==> src/rtl/dilate_stream.sv <==
// Streaming 3x3 binary dilation over raster-scanned frames.
// A pixel history of two lines plus three pixels forms the window; frame counters mask the borders.
module dilate_stream #(
    parameter int unsigned ImgWidth  = 8,
    parameter int unsigned ImgHeight = 8
) (
    input  logic       clk,
    input  logic       rst_n,
    input  logic [8:0] element,
    input  logic       D,
    input  logic       D_valid,
    output logic       D_ready,
    output logic       Q,
    output logic       Q_valid,
    output logic       Q_last
);

    localparam int unsigned NumPx = ImgWidth * ImgHeight;
    localparam int unsigned CntW  = $clog2(NumPx);
    localparam int unsigned ColW  = $clog2(ImgWidth);
    localparam int unsigned RowW  = $clog2(ImgHeight);
    localparam int unsigned HistW = 2 * ImgWidth + 2;

    localparam logic [1:0] ST_IDLE  = 2'd0;
    localparam logic [1:0] ST_RUN   = 2'd1;
    localparam logic [1:0] ST_FLUSH = 2'd2;

    logic [1:0]       state, state_next;
    logic [CntW-1:0]  in_cnt, in_cnt_next;
    logic [RowW-1:0]  row, row_next;
    logic [ColW-1:0]  col, col_next;
    logic [8:0]       elem_q, elem_next;
    logic [HistW-1:0] hist, hist_next;
    logic             q_next, q_valid_next, q_last_next, d_ready_next;

    logic             accept_c, flush_c, din_c, emit_c, out_last_c;
    logic [HistW:0]   win_c;
    logic [2:0]       row_ok_c, col_ok_c;
    logic [8:0]       hit_c;

    assign accept_c   = D_valid & D_ready;
    assign flush_c    = (state == ST_FLUSH);
    assign din_c      = flush_c ? 1'b0 : D;
    assign win_c      = {hist, din_c};
    assign emit_c     = flush_c | (accept_c & (in_cnt >= CntW'(ImgWidth + 1)));
    assign out_last_c = (row == RowW'(ImgHeight - 1)) && (col == ColW'(ImgWidth - 1));

    // Window row 0 reaches one line below the output pixel (reflected element), row 2 one line above.
    assign row_ok_c[0] = (row != RowW'(ImgHeight - 1));
    assign row_ok_c[1] = 1'b1;
    assign row_ok_c[2] = (row != '0);
    assign col_ok_c[0] = (col != ColW'(ImgWidth - 1));
    assign col_ok_c[1] = 1'b1;
    assign col_ok_c[2] = (col != '0);

    // Tap l*W+k of the history is A(row+1-l, col+1-k) relative to the output pixel.
    for (genvar l = 0; l < 3; l++) begin : g_row
        for (genvar k = 0; k < 3; k++) begin : g_col
            assign hit_c[l*3+k] = elem_q[l*3+k] & win_c[l*ImgWidth+k] & row_ok_c[l] & col_ok_c[k];
        end
    end

    always_comb begin
        state_next   = state;
        in_cnt_next  = in_cnt;
        row_next     = row;
        col_next     = col;
        elem_next    = elem_q;
        hist_next    = hist;
        q_next       = Q;
        q_valid_next = 1'b0;
        q_last_next  = 1'b0;
        d_ready_next = D_ready;

        case (state)
            ST_IDLE: begin
                if (accept_c) begin
                    elem_next   = element;
                    in_cnt_next = in_cnt + CntW'(1);
                    state_next  = ST_RUN;
                end
            end
            ST_RUN: begin
                if (accept_c) begin
                    if (in_cnt == CntW'(NumPx - 1)) begin
                        in_cnt_next  = '0;
                        state_next   = ST_FLUSH;
                        d_ready_next = 1'b0;
                    end else begin
                        in_cnt_next = in_cnt + CntW'(1);
                    end
                end
            end
            ST_FLUSH: begin
                if (out_last_c) begin
                    state_next   = ST_IDLE;
                    d_ready_next = 1'b1;
                end
            end
            default: begin
                state_next   = ST_IDLE;
                in_cnt_next  = '0;
                d_ready_next = 1'b1;
            end
        endcase

        if (accept_c | flush_c) begin
            hist_next = win_c[HistW-1:0];
        end

        if (emit_c) begin
            q_next       = |hit_c;
            q_valid_next = 1'b1;
            q_last_next  = out_last_c;
            if (col == ColW'(ImgWidth - 1)) begin
                col_next = '0;
                row_next = out_last_c ? '0 : row + RowW'(1);
            end else begin
                col_next = col + ColW'(1);
            end
        end
    end

    always_ff @(posedge clk or negedge rst_n) begin
        if (!rst_n) begin
            state   <= ST_IDLE;
            in_cnt  <= '0;
            row     <= '0;
            col     <= '0;
            elem_q  <= '0;
            hist    <= '0;
            Q       <= 1'b0;
            Q_valid <= 1'b0;
            Q_last  <= 1'b0;
            D_ready <= 1'b1;
        end else begin
            state   <= state_next;
            in_cnt  <= in_cnt_next;
            row     <= row_next;
            col     <= col_next;
            elem_q  <= elem_next;
            hist    <= hist_next;
            Q       <= q_next;
            Q_valid <= q_valid_next;
            Q_last  <= q_last_next;
            D_ready <= d_ready_next;
        end
    end

endmodule

==> config.mk <==
export PLATFORM = sky130hd
export DESIGN_NAME = dilate_stream
export DESIGN_NICKNAME = d
export VERILOG_FILES = /design/src/rtl/dilate_stream.sv
export SDC_FILE = /design/constraint.sdc
export NUM_CORES = 1
export LEC_CHECK = 0
export BUFFER_PORTS_ARGS = -buffer_cell sky130_fd_sc_hd__buf_2
export CAP_MARGIN = 5
export CORE_MARGIN = 3
export CORE_UTILIZATION = 50
export CTS_CLUSTER_DIAMETER = 60
export DETAILED_ROUTE_END_ITERATION = 12
export HOLD_SLACK_MARGIN = 0.03
export MAX_ROUTING_LAYER = met4
export PLACE_DENSITY = 0.71
export SETUP_SLACK_MARGIN = 0.1
export SYNTH_ARGS = -nofsm -noshare
export SYNTH_HDL_FRONTEND = slang
export SYNTH_SLANG_ARGS = --single-unit
==> constraint.sdc <==
create_clock -name clk -period 2.3 [get_ports clk]
set_clock_uncertainty 0.1 [all_clocks]
set_input_delay 0.345 -clock clk [delete_from_list [all_inputs] [get_ports clk]]
set_output_delay 0.345 -clock clk [all_outputs]
set_load 0.02 [all_outputs]
# Word level (Yosys, flattened, before mapping)
# Index checks and enable logic that the tools add are counted.
[classes] n_reduce_logical=10 eq_ne=11 addsub=3 order_cmp=1 n_mux=18 n_bitwise=27
[op_table] op="bitwise AND 1 bit" n=23
[op_table] op="two-way mux 6 bit" n=3
[op_table] op="one-hot mux 6 bit (3 select lines)" n=1
[op_table] op="OR reduction 9 bit" n=1
[op_table] op="two-way mux 2 bit" n=4
[op_table] op="AND reduction 4 bit" n=2
[op_table] op="adder 3 x 1 -> 3 bit (second input constant)" n=2
[op_table] op="adder 6 x 1 -> 6 bit (second input constant)" n=1
[op_table] op="equality test 3 bit (second input constant)" n=2
[op_table] op="equality test 6 bit (second input constant)" n=1
[op_table] op="greater-or-equal comparator 6 x 4 -> 1 bit (second input constant)" n=1
[op_table] op="two-way mux 1 bit" n=6
[op_table] op="two-way mux 3 bit" n=2
[op_table] op="!= test 2 bit (second input constant)" n=3
[op_table] op="!= test 3 bit (second input constant)" n=2
[op_table] op="one-hot mux 2 bit (3 select lines)" n=1
[op_table] op="nonzero test 3 bit" n=2
[op_table] op="AND reduction 2 bit" n=2
[op_table] op="one-hot mux 1 bit (3 select lines)" n=1
[op_table] op="AND reduction 3 bit" n=1
[op_table] op="equality test 2 x 1 -> 1 bit (second input constant)" n=1
[op_table] op="equality test 2 bit (second input constant)" n=1
[op_table] op="zero test 2 bit" n=1
[op_table] op="!= test 2 x 1 -> 1 bit (second input constant)" n=1
[op_table] op="3 further kinds" n=5
[word_totals] word_cells=80 in_bits=13 register_bits=45 out_inout_bits=4

# Depth between registers and ports, before layout
[logic_depth] ltp_word=6 depth_mapped=7 mapped_depth_nobuf=6

# Worst setup path after synthesis
# No wires, ideal clock.
[synth_path] kind="register to register" start="register in_cnt[0]" end="register col[2]" path_stages_with_launch=8 setup_time_ps=125 arrival_time_ps=1964 synth_period_minus_slack_ps=2189 t_required_ps=2075 n_path_buf=1 slack_ps=111 cell_sequence="dfrtp_1 > inv_1 > ha_1 > or3b_1 > a2111o_1 > and2_4 > buf_6 > mux2_4"
[synth_between] elab_chain_len=3
[synth_rtl] item="start, declared" line="29" source="logic [CntW-1:0] in_cnt, in_cnt_next;"
[synth_rtl] item="start signal, assigned" line="138" source="in_cnt <= in_cnt_next;"
[synth_rtl] item="greater-or-equal comparator 6 x 4 -> 1 bit" line="45" source="assign emit_c = flush_c | (accept_c & (in_cnt >= CntW'(ImgWidth + 1)));"
[synth_rtl] item="bitwise AND 1 bit" line="45"
[synth_rtl] item="bitwise OR 1 bit" line="45"
[synth_rtl] item="named net emit_c" line="36" source="logic accept_c, flush_c, din_c, emit_c, out_last_c;"
[synth_rtl] item="end signal, assigned" line="140" source="col <= col_next;"
[synth_rtl] item="end, declared" line="31" source="logic [ColW-1:0] col, col_next;"
# The timed path passes the listed nets, and every way through them passes these cells.
# A chain may end at the register's enable or synchronous reset.

# Final worst setup path
[layout_path] start="register in_cnt[0]" end="register col[2]"
[layout_between] elab_chain_len=3
[layout_rtl] item="greater-or-equal comparator 6 x 4 -> 1 bit" line="45"
[layout_rtl] item="bitwise AND 1 bit" line="45"
[layout_rtl] item="bitwise OR 1 bit" line="45"
# No other way between the ends.

==> summary by stage <==
Critical path
The most critical setup path has its startpoint at in_cnt[0]. The critical path is of the flip-flop to flip-flop type. STA puts the critical path data arrival time at 2290 ps. The worst setup path is launched from a flip-flop. Of all nets on the critical path, the largest fanout is 6. The type of destination of the critical path is a flip-flop.

At the worst endpoint, the required time is 2380 ps. The startpoint of the worst register-to-register path is in_cnt[0].

Clock network
TritonCTS built the clock tree. The cell sitting at the root of the clock tree is a sky130_fd_sc_hd__clkbuf_8. The deepest clock path buffer count is 2. The number of hold buffers added after CTS was 0. The clock latency on the worst-skew pair is 300 ps. TritonCTS created 5 clock buffers. Clock-pin slew was measured on the worst setup and hold paths at 80 ps. The number of H-tree levels is 2. Counting every sink on the clock net gives 45.

Placed design
Input and output buffers added on the ports amount to 16. After detailed placement, the design holds a cell count of 229. After legalization and detailed placement, the total HPWL measured 2657 µm.

The weighted congestion at the end of routability-driven global placement is 0.8782.

Timing
Of the available clock period, the critical path in the final layout requires 0.9612. The worst path in the final design needs a cycle of 2211 ps, including I/O delays and setup. Setup repair after global routing could not meet its margin everywhere. The final hold violation count was 0. At the pin with the least slew margin, the transition time is 547.9 ps. The max-slew violation count was 0.

Based on the critical path, the design can be clocked at up to 452.3 MHz. In the final timing run, aggregate negative setup slack is 0 ps. Setup violations remaining at the end of the flow were counted as 0. In this run the tightest slew margin relative to its limit is 0.6347.

The final worst hold slack is 21.20 ps.

Layout
The share of cells above drive strength 1 is 0.3660. 0 antenna diodes ended up in the layout. The net count of the finished layout is 215. The growth of design area from synthesis to finish is 15.69%. Leaving out filler cells and counting taps, the final layout contains 242.

Synth
Synthesis produced a netlist whose cell count is 165. The synthesized net count is 187. The synthesized netlist contains 41 unique library cells. The number of synthesis warnings is 0. The synthesized design contains 45 register bits. The mapped cell area is 2049 µm².

The number of synthesized flops with an enable pin is 0. The sequential share of the synthesized area is 0.5501. The commonest register cell after synthesis is sky130_fd_sc_hd__dfrtp_1. In the synthesized netlist the async set-or-reset flop fraction comes to 1.000. The average footprint of a synthesized cell is 12.42 µm².

Floorplan
In this run the horizontal extent of the chip is 70.02 µm. The cell row count is 22. The starting density of the core is 0.5395. The count of pins on the block boundary is 17. The die is 70.02 µm tall. The core box area is 3799 µm². The die outline area is 4903 µm².

Global route
The first global-routing pass estimated 6334 µm of wire. Entering global routing, the biggest net connects 46 pins. The number of antenna violations at the first check in global routing is 0. The via count of the first global-routing pass is 1,365. In the global route stage, met1 resource usage came out at 0.2184. The residual overflow from global routing is 0.

The total global routing track utilization is 0.1686. The global-route track usage on met3 is 0.03885. The layer with the highest usage after global routing is met2.

The met2 track demand over resource in global routing is 0.2592.

Worst hold path
The type of the tightest min-delay check is primary input to async pin.

Detailed routing
The number of detailed-route iterations in the first pass is 4. Once detail routing completed, the nets flagged for antenna violations numbered 0. The final layout contains routed wiring with a total length of 3760 µm. In the routed design, unresolved DRC markers number 0. After detailed routing, the number of vias per cell comes to 5.566. Dividing the detail-routed wire length by the instance count gives 15.54 µm. The detailed router finished its first iteration with 73 violations.

Summing over every cut layer, the via total after detailed routing is 1,347.

Power
VDD sags by at most 0.4603 mV. The leakage component of the power is 1.165 nW. The sum of internal, switching and leakage power is 1.406 mW.

Dividing total power by cell area gives a power density of 593.1 nW/µm².

Run
The max-capacitance violation count is 0.

Status
The run finished with clean final reports.
[final cells by class]
class | instances | area (µm²)
clock buffers | 6 | 72.57
clock inverters | 2 | 38.79
fillers | 308 | 1428
inverters | 9 | 33.78
multi-input cells | 107 | 889.6
flip-flops and latches | 45 | 1129
well taps | 48 | 60.06
repair buffers | 25 | 147.6
[through the flow]
step	util	area [µm²]	worst slack, ps
floorplan	-	2049	111.1
global placement	0.5784	2197	134.4
detailed placement	0.5784	2197	67.46
CTS	0.6090	2313	107.8
global route	0.6242	2371	20.34
finish	0.6242	2371	89.24
[flip-flops by register name, summed over array words and instances, names as in the netlist]
signal / flops
Q: 1
row: 3
D_ready: 1
state: 2
in_cnt: 6
elem_q: 9
hist: 18
Q_last: 1
col: 3
Q_valid: 1
[cell usage after synthesis, types with 2 or more instances]
cell	number	area (µm²)
sky130_fd_sc_hd__nor2_1	10	37.54
sky130_fd_sc_hd__nand3_1	3	15.01
sky130_fd_sc_hd__ha_1	9	112.6
sky130_fd_sc_hd__mux2_2	29	326.6
sky130_fd_sc_hd__dfrtp_1	44	1101
sky130_fd_sc_hd__nand2_1	12	45.04
sky130_fd_sc_hd__nand4_1	2	12.51
sky130_fd_sc_hd__nor2b_1	3	18.77
sky130_fd_sc_hd__nand2b_1	2	12.51
sky130_fd_sc_hd__clkbuf_1	2	7.510
sky130_fd_sc_hd__o21ai_0	5	25.02
sky130_fd_sc_hd__a21oi_1	3	15.01
sky130_fd_sc_hd__a2bb2oi_1	2	17.52
sky130_fd_sc_hd__inv_1	9	33.78
sky130_fd_sc_hd__a32oi_1	3	26.28
sky130_fd_sc_hd__xor2_1	2	17.52
[power breakdown]
part | leakage [nW] | internal (mW) | switching, mW
Clock | 0.0554 | 0.326 | 0.260
Combinational | 0.511 | 0.00934 | 0.0208
Sequential | 0.598 | 0.790 | 0
[placed cells by master, fill, tap and decap left out, types with 2 or more instances in the layout]
cell | Yosys | layout
sky130_fd_sc_hd__nand4_1 | 2 | 2
sky130_fd_sc_hd__inv_1 | 9 | 7
sky130_fd_sc_hd__a2bb2oi_1 | 2 | 2
sky130_fd_sc_hd__dfrtp_1 | 44 | 43
sky130_fd_sc_hd__nor2b_1 | 3 | 3
sky130_fd_sc_hd__mux2_4 | 1 | 2
sky130_fd_sc_hd__nand2b_1 | 2 | 2
sky130_fd_sc_hd__o21ai_0 | 5 | 5
sky130_fd_sc_hd__a21oi_1 | 3 | 3
sky130_fd_sc_hd__nand3_1 | 3 | 2
sky130_fd_sc_hd__buf_4 | 0 | 9
sky130_fd_sc_hd__ha_1 | 9 | 7
sky130_fd_sc_hd__inv_2 | 0 | 2
sky130_fd_sc_hd__buf_2 | 0 | 16
sky130_fd_sc_hd__mux2_2 | 29 | 28
sky130_fd_sc_hd__clkbuf_8 | 0 | 5
sky130_fd_sc_hd__nand2_1 | 12 | 12
sky130_fd_sc_hd__a32oi_1 | 3 | 3
sky130_fd_sc_hd__xor2_1 | 2 | 2
sky130_fd_sc_hd__nor2_1 | 10 | 10
[what timing repair did]
item	4_1_cts	5_1_grt
setup buffers	0	5
endpoints found under the setup margin	4	4
pin swaps	1	3
resized for setup	1	7
hold endpoints to repair	0	0
[worst max-delay path, stage by stage (launching register included)]
cell                       delay [ps]
sky130_fd_sc_hd__dfrtp_2          450
sky130_fd_sc_hd__inv_2             80
sky130_fd_sc_hd__ha_4             120
sky130_fd_sc_hd__or3b_1           360
sky130_fd_sc_hd__a2111o_1         490
sky130_fd_sc_hd__and2_4           200
sky130_fd_sc_hd__mux2_4           290
[routing by layer]
metal / part of all wire / vias to the layer above
met3: 0.032 / 11
li1: - / 638
met5: 0 / -
met4: 0.024 / 0
met1: 0.46 / 675
met2: 0.48 / 23
[final timing paths]
| kind | slack, ps | cells after the start | to |
|---|---|---|---|
| min in group clk | 170 | 2 | elem_q[0] |
| hold / removal | 20 | 2 | in_cnt[2] |
| setup / recovery | 90 | 6 | col[2] |
| max in group asynchronous | 1690 | 2 | in_cnt[0] |
| setup reg to reg | 90 | 6 | col[2] |
| hold reg to reg | 410 | 1 | hist[3] |
[cells by family (layout without fill, tap and decap cells)]
group	after synthesis	in the layout	synth area share
XOR/XNOR	3	3	0.01282
AND/OR/NAND/NOR	42	42	0.1075
multiplexers	30	30	0.1667
buffers and inverters	13	42	0.02747
AO/OA/AOI/OAI	23	23	0.08059
adder cells (fa/ha/maj)	9	9	0.05495
flip-flops	45	45	0.5501
(Power assumes the default switching activity.)
